### src/rtl/ra_64x72_rd_sched.sv
// rtl/ra_64x72_rd_sched.sv - 2R1W port scheduler and zero-fill initializer for the 64x72 register-file array
// Optional RA_WR_BYPASS_EN: a read granted with a same-address write returns the new write data.
module ra_64x72_rd_sched #(
  parameter int RD_LAT = 2
) (
  input  logic         clk,
  input  logic         reset,
  input  logic [3:0]   req_vld,
  input  logic [23:0]  req_adr,
  output logic [3:0]   req_gnt,
  input  logic         wr_req,
  input  logic [5:0]   wr_adr,
  input  logic [71:0]  wr_dat,
  output logic         wr_gnt,
  output logic         init_done,
  output logic         rsp_vld_0,
  output logic [1:0]   rsp_id_0,
  output logic [71:0]  rsp_dat_0,
  output logic         rsp_vld_1,
  output logic [1:0]   rsp_id_1,
  output logic [71:0]  rsp_dat_1,
  output logic         rd_enb_0,
  output logic [5:0]   rd_adr_0,
  input  logic [71:0]  rd_dat_0,
  output logic         rd_enb_1,
  output logic [5:0]   rd_adr_1,
  input  logic [71:0]  rd_dat_1,
  output logic         wr_enb_0,
  output logic [5:0]   wr_adr_0,
  output logic [71:0]  wr_dat_0
);

  typedef enum logic {ST_INIT, ST_RUN} state_t;

  state_t      r_state, w_state_nxt;
  logic [5:0]  r_cnt, w_cnt_nxt;
  logic [1:0]  r_rr_ptr, w_rr_ptr_nxt;
  logic        r_init_done;

  logic        w_hit0, w_hit1;
  logic [1:0]  w_id0, w_id1;

  logic [RD_LAT-1:0] r_vld0, r_vld1;
  logic [1:0]        r_id0 [RD_LAT];
  logic [1:0]        r_id1 [RD_LAT];

  function automatic logic [5:0] adr_sel(input logic [23:0] adrs, input logic [1:0] id);
    case (id)
      2'd0:    adr_sel = adrs[5:0];
      2'd1:    adr_sel = adrs[11:6];
      2'd2:    adr_sel = adrs[17:12];
      default: adr_sel = adrs[23:18];
    endcase
  endfunction

  // Round-robin scan from r_rr_ptr: first hit goes to port 0, second to port 1.
  always_comb begin
    logic [1:0] v_idx;
    w_hit0 = 1'b0;
    w_hit1 = 1'b0;
    w_id0  = 2'd0;
    w_id1  = 2'd0;
    v_idx  = 2'd0;
    for (int k = 0; k < 4; k++) begin
      v_idx = r_rr_ptr + 2'(k);
      if (req_vld[v_idx]) begin
        if (!w_hit0) begin
          w_hit0 = 1'b1;
          w_id0  = v_idx;
        end else if (!w_hit1) begin
          w_hit1 = 1'b1;
          w_id1  = v_idx;
        end
      end
    end
  end

  always_comb begin
    w_state_nxt  = r_state;
    w_cnt_nxt    = r_cnt;
    w_rr_ptr_nxt = r_rr_ptr;
    req_gnt      = 4'd0;
    wr_gnt       = 1'b0;
    rd_enb_0     = 1'b0;
    rd_adr_0     = 6'd0;
    rd_enb_1     = 1'b0;
    rd_adr_1     = 6'd0;
    wr_enb_0     = 1'b0;
    wr_adr_0     = 6'd0;
    wr_dat_0     = 72'd0;
    case (r_state)
      ST_INIT: begin
        wr_enb_0  = !reset;
        wr_adr_0  = r_cnt;
        w_cnt_nxt = r_cnt + 6'd1;
        if (r_cnt == 6'd63) w_state_nxt = ST_RUN;
      end
      ST_RUN: begin
        if (!reset) begin
          wr_gnt   = wr_req;
          wr_enb_0 = wr_req;
          wr_adr_0 = wr_adr;
          wr_dat_0 = wr_dat;
          if (w_hit0) begin
            req_gnt[w_id0] = 1'b1;
            rd_enb_0       = 1'b1;
            rd_adr_0       = adr_sel(req_adr, w_id0);
            w_rr_ptr_nxt   = w_id0 + 2'd1;
          end
          if (w_hit1) begin
            req_gnt[w_id1] = 1'b1;
            rd_enb_1       = 1'b1;
            rd_adr_1       = adr_sel(req_adr, w_id1);
            w_rr_ptr_nxt   = w_id1 + 2'd1;
          end
        end
      end
      default: w_state_nxt = ST_INIT;
    endcase
  end

  always_ff @(posedge clk) begin
    if (reset) begin
      r_state     <= ST_INIT;
      r_cnt       <= 6'd0;
      r_rr_ptr    <= 2'd0;
      r_init_done <= 1'b0;
      r_vld0      <= '0;
      r_vld1      <= '0;
    end else begin
      r_state     <= w_state_nxt;
      r_cnt       <= w_cnt_nxt;
      r_rr_ptr    <= w_rr_ptr_nxt;
      r_init_done <= (w_state_nxt == ST_RUN);
      r_vld0[0]   <= rd_enb_0;
      r_vld1[0]   <= rd_enb_1;
      for (int s = 1; s < RD_LAT; s++) begin
        r_vld0[s] <= r_vld0[s-1];
        r_vld1[s] <= r_vld1[s-1];
      end
    end
  end

  always_ff @(posedge clk) begin
    r_id0[0] <= w_id0;
    r_id1[0] <= w_id1;
    for (int s = 1; s < RD_LAT; s++) begin
      r_id0[s] <= r_id0[s-1];
      r_id1[s] <= r_id1[s-1];
    end
  end

  assign init_done = r_init_done;
  assign rsp_vld_0 = r_vld0[RD_LAT-1] && !reset;
  assign rsp_vld_1 = r_vld1[RD_LAT-1] && !reset;
  assign rsp_id_0  = r_id0[RD_LAT-1];
  assign rsp_id_1  = r_id1[RD_LAT-1];

`ifdef RA_WR_BYPASS_EN
  logic              w_byp0, w_byp1;
  logic [RD_LAT-1:0] r_byp0, r_byp1;
  logic [71:0]       r_bdat0 [RD_LAT];
  logic [71:0]       r_bdat1 [RD_LAT];

  assign w_byp0 = rd_enb_0 && wr_enb_0 && (wr_adr_0 == rd_adr_0);
  assign w_byp1 = rd_enb_1 && wr_enb_0 && (wr_adr_0 == rd_adr_1);

  always_ff @(posedge clk) begin
    r_byp0[0]  <= w_byp0;
    r_byp1[0]  <= w_byp1;
    r_bdat0[0] <= wr_dat_0;
    r_bdat1[0] <= wr_dat_0;
    for (int s = 1; s < RD_LAT; s++) begin
      r_byp0[s]  <= r_byp0[s-1];
      r_byp1[s]  <= r_byp1[s-1];
      r_bdat0[s] <= r_bdat0[s-1];
      r_bdat1[s] <= r_bdat1[s-1];
    end
  end

  assign rsp_dat_0 = !rsp_vld_0 ? 72'd0 : (r_byp0[RD_LAT-1] ? r_bdat0[RD_LAT-1] : rd_dat_0);
  assign rsp_dat_1 = !rsp_vld_1 ? 72'd0 : (r_byp1[RD_LAT-1] ? r_bdat1[RD_LAT-1] : rd_dat_1);
`else
  assign rsp_dat_0 = rsp_vld_0 ? rd_dat_0 : 72'd0;
  assign rsp_dat_1 = rsp_vld_1 ? rd_dat_1 : 72'd0;
`endif

endmodule

### config.mk
export PLATFORM = sky130hd
export DESIGN_NAME = ra_64x72_rd_sched
export DESIGN_NICKNAME = d
export VERILOG_FILES = /design/src/rtl/ra_64x72_rd_sched.sv
export SDC_FILE = /design/constraint.sdc
export NUM_CORES = 1
export LEC_CHECK = 0
export ABC_CLOCK_PERIOD_IN_PS = 9600
export CAP_MARGIN = 20
export CORE_AREA = 10 10 189 191
export DETAILED_ROUTE_END_ITERATION = 10
export DIE_AREA = 0 0 199 201
export GPL_TIMING_DRIVEN = 0
export PLACE_DENSITY = 0.45
export REMOVE_ABC_BUFFERS = 1
export SLEW_MARGIN = 0
export SYNTH_ARGS = -nofsm -noshare
export SYNTH_HDL_FRONTEND = slang
export SYNTH_SLANG_ARGS = --single-unit
### constraint.sdc
create_clock -name clk -period 9.6 [get_ports clk]
set_input_delay 2.4 -clock clk [delete_from_list [all_inputs] [get_ports clk]]
set_output_delay 2.4 -clock clk [all_outputs]
set_load 0.1 [all_outputs]
### After elaboration in Yosys (flattened, before gate mapping)

Memory sizes are Yosys's and may differ from the RTL's.
Index checks and enable logic that the tools add are counted.

* add/subtract/negate cells: 6
* order comparisons: 8
* equal/unequal tests: 5
* muxes and demuxes: 70
* bitwise logic cells: 2
* reductions and logical operators: 9

Operators by type and width (count)
* $mux 72: 4
* $mux 6: 7
* $pmux 6 s3: 2
* $mux 2: 17
* $mux 1: 26
* $mux 4: 6
* $lt 2x3->1 const B: 6
* $pmux 6 s2: 1
* $bmux 1 s2: 4
* $add 2x1->2 const B: 3
* $add 6x1->6 const B: 1
* $eq 6x6->1 const B: 1
* $add 2x2->2 const B: 2
* $demux 1 s2: 2
* $eq 2x1->1 const B: 2
* $eq 2x2->1 const B: 2
* $ge 2x1->1 const B: 2
* $logic_and 1x1->1: 4
* $logic_not 2->1: 2
* $or 4x4->4: 1
* $pmux 1 s2: 1
* $reduce_and 2->1: 1
* $reduce_bool 2->1: 1
* $logic_not 1->1: 1
* $not 1->1: 1

* bits in registers: 13
* RAM bits: 8
* input port bits: 253
* output and inout bits: 249
* memories kept: 2

Memories
* r_id0: depth 2, width 2, read ports 2, clocked after memory_dff 0, write ports 2, line 44 `logic [1:0] r_id0 [RD_LAT];`
* r_id1: depth 2, width 2, read ports 2, clocked after memory_dff 0, write ports 2, line 45 `logic [1:0] r_id1 [RD_LAT];`

### Depth between registers and ports, before layout

* depth in word-level cells: 20
* gate-level depth with buffers: 14

### Worst setup path before layout

OpenSTA, ideal clock, no wires.

* path type: input -> output
* from: input port req_vld[2]
* to: output port rd_adr_1[0]
* arrival: 6.362 ns
* data required time: 7.200 ns
* path slack: 0.838 ns
* stages on the path: 13
* cells stage by stage: buf_4 > buf_2 > nand2_1 > a21o_1 > o21ai_0 > ha_1 > nor2_1 > a311o_1 > o22ai_1 > a211o_1 > buf_2 > a211oi_1 > a211oi_1

* longest elaborated chain between the ends: 16
* elaborated cells on any way between the ends: 32
* those cells by class: 2 x eq/ne; 29 x mux; 1 x reduce/logical

Ends and longest elaborated chain
* from (decl): line 8 `input logic [3:0] req_vld,`
* $bmux 1 s2: line 66 `if (req_vld[v_idx]) begin`
* $mux 1 (implied by the code): line 66
* $mux 1: line 66
* $mux 2 or $mux 1 (tied branches): line 67 `if (!w_hit0) begin`
* $mux 2 or $mux 1 (tied branches): line 66
* $mux 2: line 70 `end else if (!w_hit1) begin`
* $mux 2: line 67
* $mux 2: line 66
* $mux 2: line 70
* $mux 2: line 67
* $mux 2: line 66
* $eq 2x2->1, or another cell as far along: line 48 `case (id)`
* $pmux 6 s3: line 48
* $mux 6 *: line 110 `if (w_hit1) begin`
* $mux 6 *: line 99 `if (!reset) begin`
* $mux 6 *: line 91 `case (r_state)`
* to (decl): line 26 `output logic [5:0] rd_adr_1,`

Every way passes the cells marked *; elsewhere a longest branch is shown, timed or not. The select of a mux whose other input is x is not followed.

### Worst setup path in the final report

* from: input port req_vld[1]
* to: output port req_gnt[1]

* longest elaborated chain between the ends: 20
* elaborated cells on any way between the ends: 50
* those cells by class: 4 x order compare; 43 x mux; 1 x bitwise; 2 x reduce/logical

Ends and longest elaborated chain
* $bmux 1 s2: line 66
* $mux 1 (implied by the code): line 66
* $mux 2 or $mux 1 (tied branches): line 66
* $mux 2: line 67
* $mux 2: line 66
* $mux 2: line 67
* $mux 2: line 66
* $mux 2: line 67
* [4 not listed]
* $demux 1 s2: line 105 `req_gnt[w_id0] = 1'b1;`
* $mux 4: line 104 `if (w_hit0) begin`
* $mux 4: line 99
* $mux 4: line 91
* $or 4x4->4 (no source line)
* $mux 4 *: line 110
* $mux 4 *: line 99
* $mux 4 *: line 91
* to (decl): line 10 `output logic [3:0] req_gnt,`

Marks and branches as above.

==> summary.md <==
| Metric | Value |
|---|---|
| Result of the run | finished, final reports clean |
| Cell Pwr Density | 40.8 nW/µm² |
| Final-report hold violation count | 0 |
| Static leakage | about 3.4 nW |
| Largest net degree at the start of global routing | 56 |
| Yosys cell types | 51 |
| Portion of the post-synthesis area used by sequential elements | roughly 13% |
| Global-route congestion overflow total | 0 |
| Post-route setup TNS | 0 ns |
| Clock Path Buffers | 2 |
| Max-cap viol count | 0 |
| Post-Place Cell Area | slightly below 9000 µm² |
| Endpoint class of the critical path | primary output |
| DIE AREA | 40,000 µm² |
| Classification of the worst setup path | input port to primary output |
| Overall die width | between 150 and 200 µm |
| Post-Layout Inst Area | between 8000 and 9000 µm² |
| Worst-path clk slew | 0.06 ns |
| Slew Limit Fails | 0 |
| Post-Route Skew | roughly 0.0024 ns |
| I/O pin count | roughly 500 |
| Mean instance size in the synthesized netlist | ~7 µm² |
| Worst slew slack as a fraction of its limit | a little under a quarter |
| Maximum operating frequency | ~110 MHz |
| Initial Util | approximately a tenth |
| Slowest cell delay on critical path | around 1.2 ns |
| Class of the worst hold path | flop to flop |
| Number of sinks handled by clock tree synthesis | 21 |
| CTS HTree Levels | 1 |
| Number of buffers added on ports | around 500 |
| Final min period | 9.16 ns |
| Setup slack after placement | around 0.31 ns |
| Kind of start point of the critical path | input port |
| Number of nets in the layout | 1,184 |
| Gp weighted congestion | 0.754 |
| Per-cell routed wire length | approximately 22 µm |
| Highest ir drop seen on vdd | 0.0000523 V |
| Wire length of the first global-routing pass | 40.2 mm |
| Initial antenna violation count | 7 |
| Setup-failing EPs final | 0 |
| Slowest stage cell on the critical path | clkdlybuf4s50_1 |
| Layout cell share with drive strength beyond 1 | ~2.2% |
| Post-detail-place hpwl | 25.2 mm |
| Placeable Area | approximately 32,000 µm² |
| Quantity of hold-fixing buffers added after cts | 0 |
| # resized after CTS | 0 |
| Drt via density | roughly 3.7 |
| Unrepaired setup endpoints after global routing | no |
| Warning count from the yosys run | 0 |
| Count of nets left with antenna violations after detail routing | 0 |
| Initial detailed-routing violation count | between 150 and 200 |
| Postcts setup bufs | 0 |
| Fraction of registers with async set or reset after synthesis | 0% |
| Die Height | between 200 and 250 µm |
| Share of the core filled with cells in the final layout | between 20% and 30% |
| Post-synthesis instance total | around 470 |
| Required time at the endpoint of the critical path | 7.20 ns |
| Clock root buffer | clkbuf_16 |
| Cells along the critical path | clkdlybuf4s50_1 > mux2i_4 > o21ai_0 > ha_1 > nor2_1 > a311o_1 > o22ai_1 > a211o_1 > nand3_1 > o21ai_0 > clkdlybuf4s50_1 |
| Area added between synthesis and finish | 162% |
| Dominant register cell in the synthesized netlist | dfxtp_1 |
| Arrival time at the worst endpoint | 6.76 ns |
| Post-synthesis sequential element count | 21 |
| Number of enable-type register cells in the synthesized netlist | 0 |
| Placed Cells incl. Taps | roughly 1,300 |
| Number of remaining DRC errors | 0 |
| Worst path setup slack after routing | between 0.4 and 0.5 ns |
| Number of buffers created by CTS | 3 |
| Final hold slack | around 0.33 ns |
| Period Utilization, post-route | between 90% and 100% |
| First drt pass iteration count | 4 |
| Clock latency on the worst-skew pair | between 0.2 and 0.3 ns |
| Worst Path Max Fanout | 22 |
| Via count | approximately 5,000 |
| Overall power of the completed layout | 0.360 mW |
| Count of standard-cell rows | 66 |
| Number of global-route vias before repair | ~5,000 |
| Area of the mapped netlist | 3360 µm² |
| TritonCTS clock tree | built |
| Count of non-filler cells in the finished layout | approximately 1,300 |
| WL final | 29.2 mm |
| Slew at the pin with the worst max-slew slack | approximately 1.1 ns |
| Total global-route track usage | a little over an eighth |
-- cell families after synthesis --
| group | Yosys count | synth area share (%) |
|---|---|---|
| AO/OA/AOI/OAI | 57 | 12.7 |
| adder cells (fa/ha/maj) | 3 | 1.12 |
| AND/OR/NAND/NOR | 297 | 53.2 |
| XOR/XNOR | 8 | 2.08 |
| buffers and inverters | 63 | 10.1 |
| flip-flops | 21 | 12.5 |
| multiplexers | 17 | 8.34 |
-- final cells by class --
class                           instances  area, µm²
Tap cell                              408        510
Clock buffer                            3       75.1
Antenna cell                            1       2.50
Inverter                               14       52.6
Clock inverter                          1       5.00
Multi-Input combinational cell        382       2620
Fill cell                            3475      23200
Sequential cell                        21        420
Timing Repair Buffer                  506       5130
-- sequential cells by signal (all words and copies together) (netlist names) --
register,flops
r_id0,4
r_rr_ptr,2
r_cnt,6
r_id1,4
r_vld0,2
init_done,1
r_vld1,2
-- per-layer routing --
metal | wire length (µm) | part of all wire [%] | GRT usage, %
met1 | 11200 | 38 | 14.9
met2 | 14700 | 50 | 24.5
met3 | 2960 | 10 | 5.78
met4 | 239 | 0.82 | 1.20
met5 | 73 | 0.25 | 0
-- report_power, final --
part / internal [mW] / total [mW] / switching [mW]
sequential: 0.0911 / 0.0928 / 0.00173
combinational: 0.112 / 0.173 / 0.0614
clock: 0.0562 / 0.0935 / 0.0373
total: 0.259 / 0.360 / 0.100
-- cell usage after synthesis (2+ instances only) --
cell | n | area share [%]
a21o_1 | 2 | 0.45
xnor2_1 | 6 | 1.6
ha_1 | 3 | 1.1
xor2_1 | 2 | 0.52
mux4_1 | 6 | 4.7
nor2_1 | 18 | 2.0
mux2i_1 | 10 | 3.0
nand3b_1 | 2 | 0.45
inv_1 | 14 | 1.6
and2_1 | 223 | 42
buf_2 | 4 | 0.60
nand2b_1 | 3 | 0.56
nand2_1 | 14 | 1.6
dfxtp_1 | 21 | 13
clkbuf_1 | 27 | 3.0
nor3_1 | 3 | 0.45
nand3_1 | 10 | 1.5
a31oi_1 | 2 | 0.37
and2b_1 | 3 | 0.67
buf_6 | 8 | 2.7
a211oi_1 | 14 | 3.1
a21oi_1 | 8 | 1.2
nor2b_1 | 11 | 2.0
nor4b_1 | 2 | 0.52
buf_4 | 10 | 2.2
o21ai_0 | 15 | 2.2
-- worst paths after layout --
| path | from | end | slack, ns | cells past startpoint |
|---|---|---|---|---|
| max | req_vld[1] | req_gnt[1] | 0.44 | 11 |
| min | r_id0[0][0] | r_id0[0][2] | 0.33 | 0 |
| max reg2reg | r_rr_ptr[1] | r_rr_ptr[1] | 6.27 | 10 |
| min reg2reg | r_id0[0][0] | r_id0[0][2] | 0.33 | 0 |
-- worst max-delay path, delay by kind of cell --
kind | cells | cell delay [ns]
and+or+nand+nor | 2 | 0.19
adders and majority gates | 1 | 0.32
AOI/OAI and AO/OA | 5 | 1.47
buffers and inverters | 2 | 2.19
muxes | 1 | 0.15
-- layout by cell type (no fill, tap or decap), types with 8 or more instances in the layout --
cell type	n
clkdlybuf4s50_1	495
inv_1	14
a211oi_1	14
dfxtp_1	21
a21oi_1	8
nand3_1	10
nand2_1	14
nor2_1	18
o21ai_0	15
and2_1	223
mux2i_1	10
nor2b_1	8
(Power assumes the default switching activity.)
